[config.mk]
export PLATFORM = sky130hd
export DESIGN_NAME = wb_line_cache
export DESIGN_NICKNAME = d
export VERILOG_FILES = /design/src/rtl/wb_line_cache.sv
export SDC_FILE = /design/constraint.sdc
export NUM_CORES = 2
export LEC_CHECK = 0
export CELL_PAD_IN_SITES_DETAIL_PLACEMENT = 2
export CELL_PAD_IN_SITES_GLOBAL_PLACEMENT = 2
export CORE_UTILIZATION = 52
export CTS_BUF_LIST = sky130_fd_sc_hd__clkbuf_8
export CTS_CLUSTER_SIZE = 16
export DETAILED_ROUTE_END_ITERATION = 10
export DONT_BUFFER_PORTS = 1
export HOLD_SLACK_MARGIN = 0.15
export PLACE_DENSITY = 0.9
export SLEW_MARGIN = 25
export SYNTH_ARGS = -nofsm -noshare
export SYNTH_HDL_FRONTEND = slang
export SYNTH_SLANG_ARGS = --single-unit
[constraint.sdc]
create_clock -name clk -period 19.3 [get_ports clk]
set_clock_uncertainty 0.15 [all_clocks]
set_input_delay 2.895 -clock clk [delete_from_list [all_inputs] [get_ports clk]]
set_output_delay 2.895 -clock clk [all_outputs]
set_load 0.05 [all_outputs]
[src/rtl/wb_line_cache.sv]
// Direct-mapped, write-back, write-allocate line cache: Wishbone slave to the CPU,
// Wishbone master to memory, one 128-bit line per set.
module wb_line_cache #(
  parameter int unsigned IDX_BITS = 3
) (
  input  logic         clk,
  input  logic         rst_n,
  // cpu_to_cache (slave)
  input  logic [15:0]  cpu_adr_i,
  input  logic [127:0] cpu_dat_m_i,
  output logic [127:0] cpu_dat_s_o,
  input  logic [15:0]  cpu_sel_i,
  input  logic         cpu_we_i,
  input  logic         cpu_cyc_i,
  input  logic         cpu_stb_i,
  output logic         cpu_ack_o,
  // cache_to_mem (master)
  output logic [15:0]  mem_adr_o,
  output logic [127:0] mem_dat_m_o,
  input  logic [127:0] mem_dat_s_i,
  output logic [15:0]  mem_sel_o,
  output logic         mem_we_o,
  output logic         mem_cyc_o,
  output logic         mem_stb_o,
  input  logic         mem_ack_i
);

  localparam int unsigned TagBits = 12 - IDX_BITS;
  localparam int unsigned Sets    = 1 << IDX_BITS;

  typedef enum logic [1:0] {StIdle, StLookup, StWriteback, StFill} state_e;

  state_e              state_q;
  logic [Sets-1:0]     valid_q, dirty_q;
  logic [TagBits-1:0]  tag_q  [Sets];
  logic [127:0]        line_q [Sets];

  logic [11:0]         req_line_q;
  logic [15:0]         req_sel_q;
  logic                req_we_q;
  logic [127:0]        req_dat_q;

  logic                cpu_ack_q;
  logic [127:0]        cpu_dat_s_q;
  logic [15:0]         mem_adr_q, mem_sel_q;
  logic [127:0]        mem_dat_m_q;
  logic                mem_we_q, mem_cyc_q, mem_stb_q;

  logic [IDX_BITS-1:0] in_idx, req_idx;
  logic [TagBits-1:0]  in_tag, req_tag;
  logic                hit_in;
  logic [127:0]        merged;
  logic [15:0]         wb_adr, fill_adr;
  logic                unused_adr_lo;

  assign unused_adr_lo = ^cpu_adr_i[3:0];

  assign in_idx  = cpu_adr_i[4 +: IDX_BITS];
  assign in_tag  = cpu_adr_i[15 -: TagBits];
  assign req_idx = req_line_q[IDX_BITS-1:0];
  assign req_tag = req_line_q[11 -: TagBits];
  assign hit_in  = valid_q[in_idx] && (tag_q[in_idx] == in_tag);

  assign wb_adr   = {tag_q[req_idx], req_idx, 4'b0000};
  assign fill_adr = {req_line_q, 4'b0000};

  always_comb begin
    merged = line_q[req_idx];
    for (int i = 0; i < 16; i++) begin
      if (req_sel_q[i]) merged[8*i +: 8] = req_dat_q[8*i +: 8];
    end
  end

  // Tag and data arrays carry no reset; valid gates every use of them.
  always_ff @(posedge clk) begin
    if (state_q == StFill && mem_ack_i) begin
      line_q[req_idx] <= mem_dat_s_i;
      tag_q[req_idx]  <= req_tag;
    end else if (state_q == StLookup && cpu_ack_q && req_we_q) begin
      line_q[req_idx] <= merged;
    end
  end

  // Hit is resolved on entry to StLookup so that ACK and DAT_S are registered.
  always_ff @(posedge clk or negedge rst_n) begin
    if (!rst_n) begin
      state_q     <= StIdle;
      valid_q     <= '0;
      dirty_q     <= '0;
      req_line_q  <= '0;
      req_sel_q   <= '0;
      req_we_q    <= 1'b0;
      req_dat_q   <= '0;
      cpu_ack_q   <= 1'b0;
      cpu_dat_s_q <= '0;
      mem_adr_q   <= '0;
      mem_sel_q   <= '0;
      mem_dat_m_q <= '0;
      mem_we_q    <= 1'b0;
      mem_cyc_q   <= 1'b0;
      mem_stb_q   <= 1'b0;
    end else begin
      cpu_ack_q   <= 1'b0;
      cpu_dat_s_q <= '0;
      unique case (state_q)
        StIdle: begin
          if (cpu_cyc_i && cpu_stb_i) begin
            req_line_q <= cpu_adr_i[15:4];
            req_sel_q  <= cpu_sel_i;
            req_we_q   <= cpu_we_i;
            req_dat_q  <= cpu_dat_m_i;
            cpu_ack_q  <= hit_in;
            if (hit_in) cpu_dat_s_q <= line_q[in_idx];
            state_q    <= StLookup;
          end
        end
        StLookup: begin
          if (cpu_ack_q) begin
            if (req_we_q) dirty_q[req_idx] <= 1'b1;
            state_q <= StIdle;
          end else if (valid_q[req_idx] && dirty_q[req_idx]) begin
            mem_cyc_q   <= 1'b1;
            mem_stb_q   <= 1'b1;
            mem_we_q    <= 1'b1;
            mem_sel_q   <= '1;
            mem_adr_q   <= wb_adr;
            mem_dat_m_q <= line_q[req_idx];
            state_q     <= StWriteback;
          end else begin
            mem_cyc_q <= 1'b1;
            mem_stb_q <= 1'b1;
            mem_we_q  <= 1'b0;
            mem_sel_q <= '1;
            mem_adr_q <= fill_adr;
            state_q   <= StFill;
          end
        end
        StWriteback: begin
          if (mem_ack_i) begin
            dirty_q[req_idx] <= 1'b0;
            mem_we_q    <= 1'b0;
            mem_adr_q   <= fill_adr;
            mem_dat_m_q <= '0;
            state_q     <= StFill;
          end
        end
        StFill: begin
          if (mem_ack_i) begin
            valid_q[req_idx] <= 1'b1;
            dirty_q[req_idx] <= 1'b0;
            cpu_ack_q   <= 1'b1;
            cpu_dat_s_q <= mem_dat_s_i;
            mem_cyc_q   <= 1'b0;
            mem_stb_q   <= 1'b0;
            mem_sel_q   <= '0;
            mem_adr_q   <= '0;
            state_q     <= StLookup;
          end
        end
        default: state_q <= StIdle;
      endcase
    end
  end

  assign cpu_ack_o   = cpu_ack_q;
  assign cpu_dat_s_o = cpu_dat_s_q;
  assign mem_adr_o   = mem_adr_q;
  assign mem_sel_o   = mem_sel_q;
  assign mem_dat_m_o = mem_dat_m_q;
  assign mem_we_o    = mem_we_q;
  assign mem_cyc_o   = mem_cyc_q;
  assign mem_stb_o   = mem_stb_q;

endmodule
* Word level (Yosys, flattened, before mapping)
Memories as Yosys holds them, arrays and structs flattened. Index checks and enable logic that the tools add are counted.
Cells by class: add/sub/neg operators 0, multiply operators 0, div/mod/pow operators 0, magnitude comparators 3, equality and inequality tests 12, shift-type cells 0, muxes and demuxes 64, bitwise operators 5, reductions and logical operators 21
Operators with widths (number):
- two-way mux 128 bit | 7
- case mux 128 bit (2 select lines) | 2
- two-way mux 8 bit | 19
- two-way mux 16 bit | 5
- case mux 16 bit (3 select lines) | 1
- case mux 16 bit (2 select lines) | 1
- two-way mux 1 bit | 16
- OR 8 bit | 2
- case mux 8 bit (2 select lines) | 1
- != test 2 bit, second input constant | 6
- AND reduction 4 bit | 3
- binary-select mux 1 bit (select 3 bit) | 3
- == test 9 bit | 1
- AND reduction 3 bit | 3
- AND 8 bit | 1
- less-than comparator 3 x 4 -> 1 bit, second input constant | 2
- two-way mux 2 bit | 4
- NOT 8 bit | 1
- case mux 2 bit (4 select lines) | 1
- logical AND 1 bit | 7
- case mux 1 bit (2 select lines) | 3
- nonzero test 2 bit | 3
- == test 2 bit, second input constant | 2
- != test 2 x 1 -> 1 bit, second input constant | 2
- 8 further kinds | 9
Word-level totals: flip-flop bits (word level) 466, latch bits 0, RAM bits 1096, bits in read-only memories 0, input bits 294, word-level logic and storage cells 121, memories 2
Memory list:
- line_q | words 8, bits a word 128, rd ports 2, clocked after memory_dff 0, wr ports 1, RTL line 36 | logic [127:0] line_q [Sets];
- tag_q | words 8, bits a word 9, rd ports 2, clocked after memory_dff 0, wr ports 1, RTL line 35 | logic [TagBits-1:0] tag_q [Sets];

* Logic depth before layout (Yosys ltp)
word-level depth 8, gate-level depth with buffers 11, gate-level depth less buffers 7

* Worst setup path after synthesis
OpenSTA, ideal clock, no wires.
path type input to register, from input mem_ack_i, to memory line_q[0][0], enable pin, data arrival time 8720 ps, slack 9812 ps, stages 4, cells stage by stage nand2_1 clkbuf_1 a21boi_1 nor2_1
Between the ends: cells in the longest elaborated chain, start to end 4, elaborated cells on any way between the ends 6
Ends and longest elaborated chain:
- start, declared | RTL line 25 | input logic mem_ack_i
- logical AND 1 bit (*) | RTL line 76 | if (state_q == StFill && mem_ack_i) begin
- two-way mux 1 bit | RTL line 76
- two-way mux 1 bit (on tied branches) | RTL line 77, 80
- OR 1 bit (no source line) (*)
- end, declared | RTL line 36
Mark *: on every way between the ends. The rest lies on a longest branch, timed or not.

==> impl_summary.txt <==
----------------------------------------------------
[Route]
  Pre-Repair DR Iteration Count ... 9
  Post-route DRC violation count ... 0
  Total Wirelength ... around 300 mm
  Post-detailed-route via-to-cell ratio ... 7.585
  Antenna-violating nets left ... 0
  Via Count ... between 40,000 and 50,000
  Average wire per cell in the routed design ... about 46 um
  First DRT Iteration DRCs ... just under 7,000

[Place]
  Number of buffer cells added on primary ports ... 0
  Detailed placer's ending HPWL ... ~160 mm
  Standard cell area after detailed placement ... ~0.071 mm2
  Number of placed cells counting well taps ... between 5,000 and 6,000
  Final weighted congestion in routability-driven placement ... 0.8368

[Pwr]
  Total power after layout ... ~12 mW
  Power share of the sequential group ... 0.431
  P per Cell Area ... ~160 mW/mm2
  Worst ir drop on vdd ... around 0.12 mV
  Sw power ... approximately 5.4 mW
  Switching Fraction ... 0.4396
  Share of power burned in the clock network ... 0.245
  Part of the total power dissipated in combinational logic ... 0.324
  P_leak ... around 27 nW
  Internal portion of total power ... 6.914 mW

[Yosys]
  Flop and latch count out of synthesis ... 1,542
  Number of library cell types mapped by synthesis ... 66
  Post-synthesis instance area ... approximately 0.07 mm2
  Synth cell count leaders ... 1,096 x edfxtp_1, 446 x dfrtp_1, 356 x nand2_1, 328 x mux2_2, 310 x mux4_2
  Avg Cell Area, Syn ... roughly 16 um2
  Dominant synthesized flop cell ... edfxtp_1
  Share of Yosys cell area claimed by the top area cell type ... 0.4706
  Post-synthesis instance total ... approximately 4,400
  Most frequent cell after synthesis ... edfxtp_1
  Number of enable-type register cells in the synthesized netlist ... between 1,000 and 1,500
  Fraction of registers with async set/reset ... 0.2892
  Sequential area share after synthesis ... 0.6302
  Leading cell types by total area after synthesis ... edfxtp_1 47%, dfrtp_1 16%, mux4_2 10%
  Cell type with the largest total area after synthesis ... edfxtp_1
  Yosys warnings ... 0

[Die]
  I/O Pins ... between 500 and 600
  Floorplan row count ... approximately 130
  Core Box Area ... roughly 0.13 mm2
  Initial standard-cell utilization of the core ... 0.5240
  Area of the die ... approximately 0.14 mm2
  Die extent in x ... between 300 and 400 um
  Height of the chip ... between 300 and 400 um

[STA]
  Final TNS setup ... 0 ns
  Endpoints failing setup ... 0
  Clock period minus worst slack ... between 5 and 6 ns
  Number of hold violations in the final report ... 0
  Highest achievable clock rate ... ~170 MHz
  Final count of pins violating max slew ... 0
  Setup repair after global routing missed its margin ... false
  Slew HR ... 0.1744
  Period Utilization, post-route ... 0.3100
  Worst-Margin Slew ... 1.238 ns

[Setup path]
  Cell count of the worst reg-to-reg path ... 8
  Slack of the worst reg-to-reg path ... 13.32 ns
  Worst path cell trace ... buf_4 > buf_4 > and2_2 > buf_4 > a22oi_1 > o221ai_1 > mux2i_1 > o21ai_1
  Highest net fanout along the worst path ... 40
  Crit path launch type ... register
  Worst endpoint required time ... about 20 ns
  Maximum single-stage delay on the critical path ... 0.93 ns
  Buf+Inv Stages, Crit Path ... 3
  Type of the worst setup path ... register to register
  Reg-to-Reg Start ... req_line_q[1]$_DFFE_PN0P_
  Worst EP arrival ... between 6 and 7 ns
  Cell repeated most along the worst path ... buf_4
  Slowest-stage cell, CP ... dfrtp_4
  End of the worst register-to-register path ... line_q[4][126]$_DFFE_PP_
  Critical Path End Type ... register
  Largest delay contributor family on the critical path ... buffers and inverters

[Layout]
  Area of all placed cells without fillers ... 0.07636 mm2
  Filler Cell Count ... about 11,000
  Final layout net count ... 4,731
  Layout cells sized above 1 ... 0.2642
  Cell Count, Final, Fillers Out ... between 6,000 and 7,000
  Area growth from synthesis to layout ... 9.176%
  Area used by sequential logic in the layout ... approximately 0.044 mm2
  Area of the multi-input gates ... around 0.024 mm2

[CTS]
  Hold buffers post-CTS ... 0
  Number of resized instances in the post-cts repair step ... 0
  Clock transition at the register clock pins on the worst setup and hold paths after CTS ... around 0.060 ns
  Max Buffers Root-to-Sink ... 4
  Number of buffers created by CTS ... roughly 280
  Post-CTS setup buffer count ... 0
  Clock sink count ... ~1,500
  Library cell used as clock root buffer ... clkbuf_8
  H-tree Lvls ... 5
  Clock insertion delay at the later pin of the skew report ... 1.03 ns
  TritonCTS clock tree ... yes

[Min path]
  WHS Endpoint ... req_dat_q[100]$_DFFE_PN0P_
  Worst Min Path Start ... req_dat_q[100]$_DFFE_PN0P_
  Number of cells on the worst hold path ... 1
  Class of the worst hold path ... register to register

[Global route]
  Wire length of the first global-routing pass ... about 420 mm
  Global routing usage summed across all routing layers ... 0.4342
  Number of antenna violations at the first check in global routing ... 26
  Leftover overflow at the end of global routing ... 0
  Number of global-route vias before repair ... 53,380
  Largest net degree at the start of global routing ... between 400 and 500

[Outcome]
  Run status ... complete, no violations

[Job]
  Max Cap Violations ... 0

----------------------------------------------------
-- layout by cell type (no fill, tap or decap), types with 83 or more instances in the layout --
cell type	count
dfrtp_1	442
a221oi_1	127
a22oi_1	92
a21oi_1	84
mux2i_1	282
nor2_1	164
o31ai_2	100
mux2_2	328
inv_1	125
mux2_1	103
clkbuf_8	312
edfxtp_1	1096
buf_4	83
nand2_1	356
o21ai_0	142
mux4_2	310
-- sequential cells by signal (all words and copies together) (netlist names), named ones only --
signal,count
cpu_ack_o,1
mem_we_o,1
mem_sel_o,1
req_dat_q,128
cpu_dat_s_o,128
req_line_q,12
tag_q,72
mem_dat_m_o,128
req_we_q,1
state_q,2
valid_q,8
mem_adr_o,12
line_q,1024
req_sel_q,16
-- cell type report --
class                   count  share of cell area
diodes                     22           0.0007210
multi-input cells        2509              0.3169
clock buffers             312             0.05624
well taps                1768             0.02897
clock inverters           168            0.009308
repair buffers             88            0.009766
flip-flops and latches   1542              0.5774
inverters                  13           0.0007046
-- worst max-delay path by stage --
stage,slack [ns],cells past startpoint,endpoint,startpoint
2_1_floorplan,9.81,4,line_q[0][0]$_DFFE_PP_,mem_ack_i
3_3_place_gp,12.75,5,line_q[4][64]$_DFFE_PP_,mem_ack_i
3_5_place_dp,12.35,5,line_q[1][64]$_DFFE_PP_,mem_ack_i
4_1_cts,12.95,8,line_q[1][28]$_DFFE_PP_,req_line_q[1]$_DFFE_PN0P_
5_1_grt,13.40,7,line_q[7][45]$_DFFE_PP_,req_line_q[1]$_DFFE_PN0P_
6_report,13.32,8,line_q[4][126]$_DFFE_PP_,req_line_q[1]$_DFFE_PN0P_
-- through the flow --
stage / setup WS, ns / hold WS (ns) / utilization
after floorplan: 9.812 / 0.3062 / -
after global placement: 12.75 / 0.3305 / 0.5337
after detailed placement: 12.35 / 0.3422 / 0.5339
after CTS: 12.95 / 0.3596 / 0.5714
after global routing: 13.40 / 0.3783 / 0.5719
final: 13.32 / 0.3606 / 0.5721
-- cell families after synthesis --
| kind of cell | Yosys count | synth area share |
|---|---|---|
| xor gates and xnor gates | 8 | 0.001002 |
| AOI/OAI and AO/OA | 844 | 0.09392 |
| buffers and inverters | 382 | 0.02737 |
| other | 1 | 0.00005362 |
| adders and majority gates | 5 | 0.0008945 |
| DFF | 1542 | 0.6302 |
| and+or+nand+nor | 625 | 0.03701 |
| muxes | 1023 | 0.2096 |
-- power by group through the flow --
| stage | clock, mW | sequential, mW | combinational (mW) |
|---|---|---|---|
| floorplan | 0 | 5.00 | 2.46 |
| global placement | 0 | 5.28 | 3.36 |
| detailed placement | 0 | 5.32 | 3.68 |
| CTS | 3.02 | 5.29 | 3.86 |
| global route | 3.13 | 5.33 | 4.03 |
| finish | 3.02 | 5.32 | 3.99 |
-- per-layer routing --
metal | GRT usage | part of all wire
met1 | 0.5076 | 0.33
met2 | 0.6931 | 0.48
met3 | 0.1303 | 0.12
met4 | 0.2926 | 0.069
met5 | 0 | 0.00053
No activity file was read; power rests on OpenSTA's default activity.
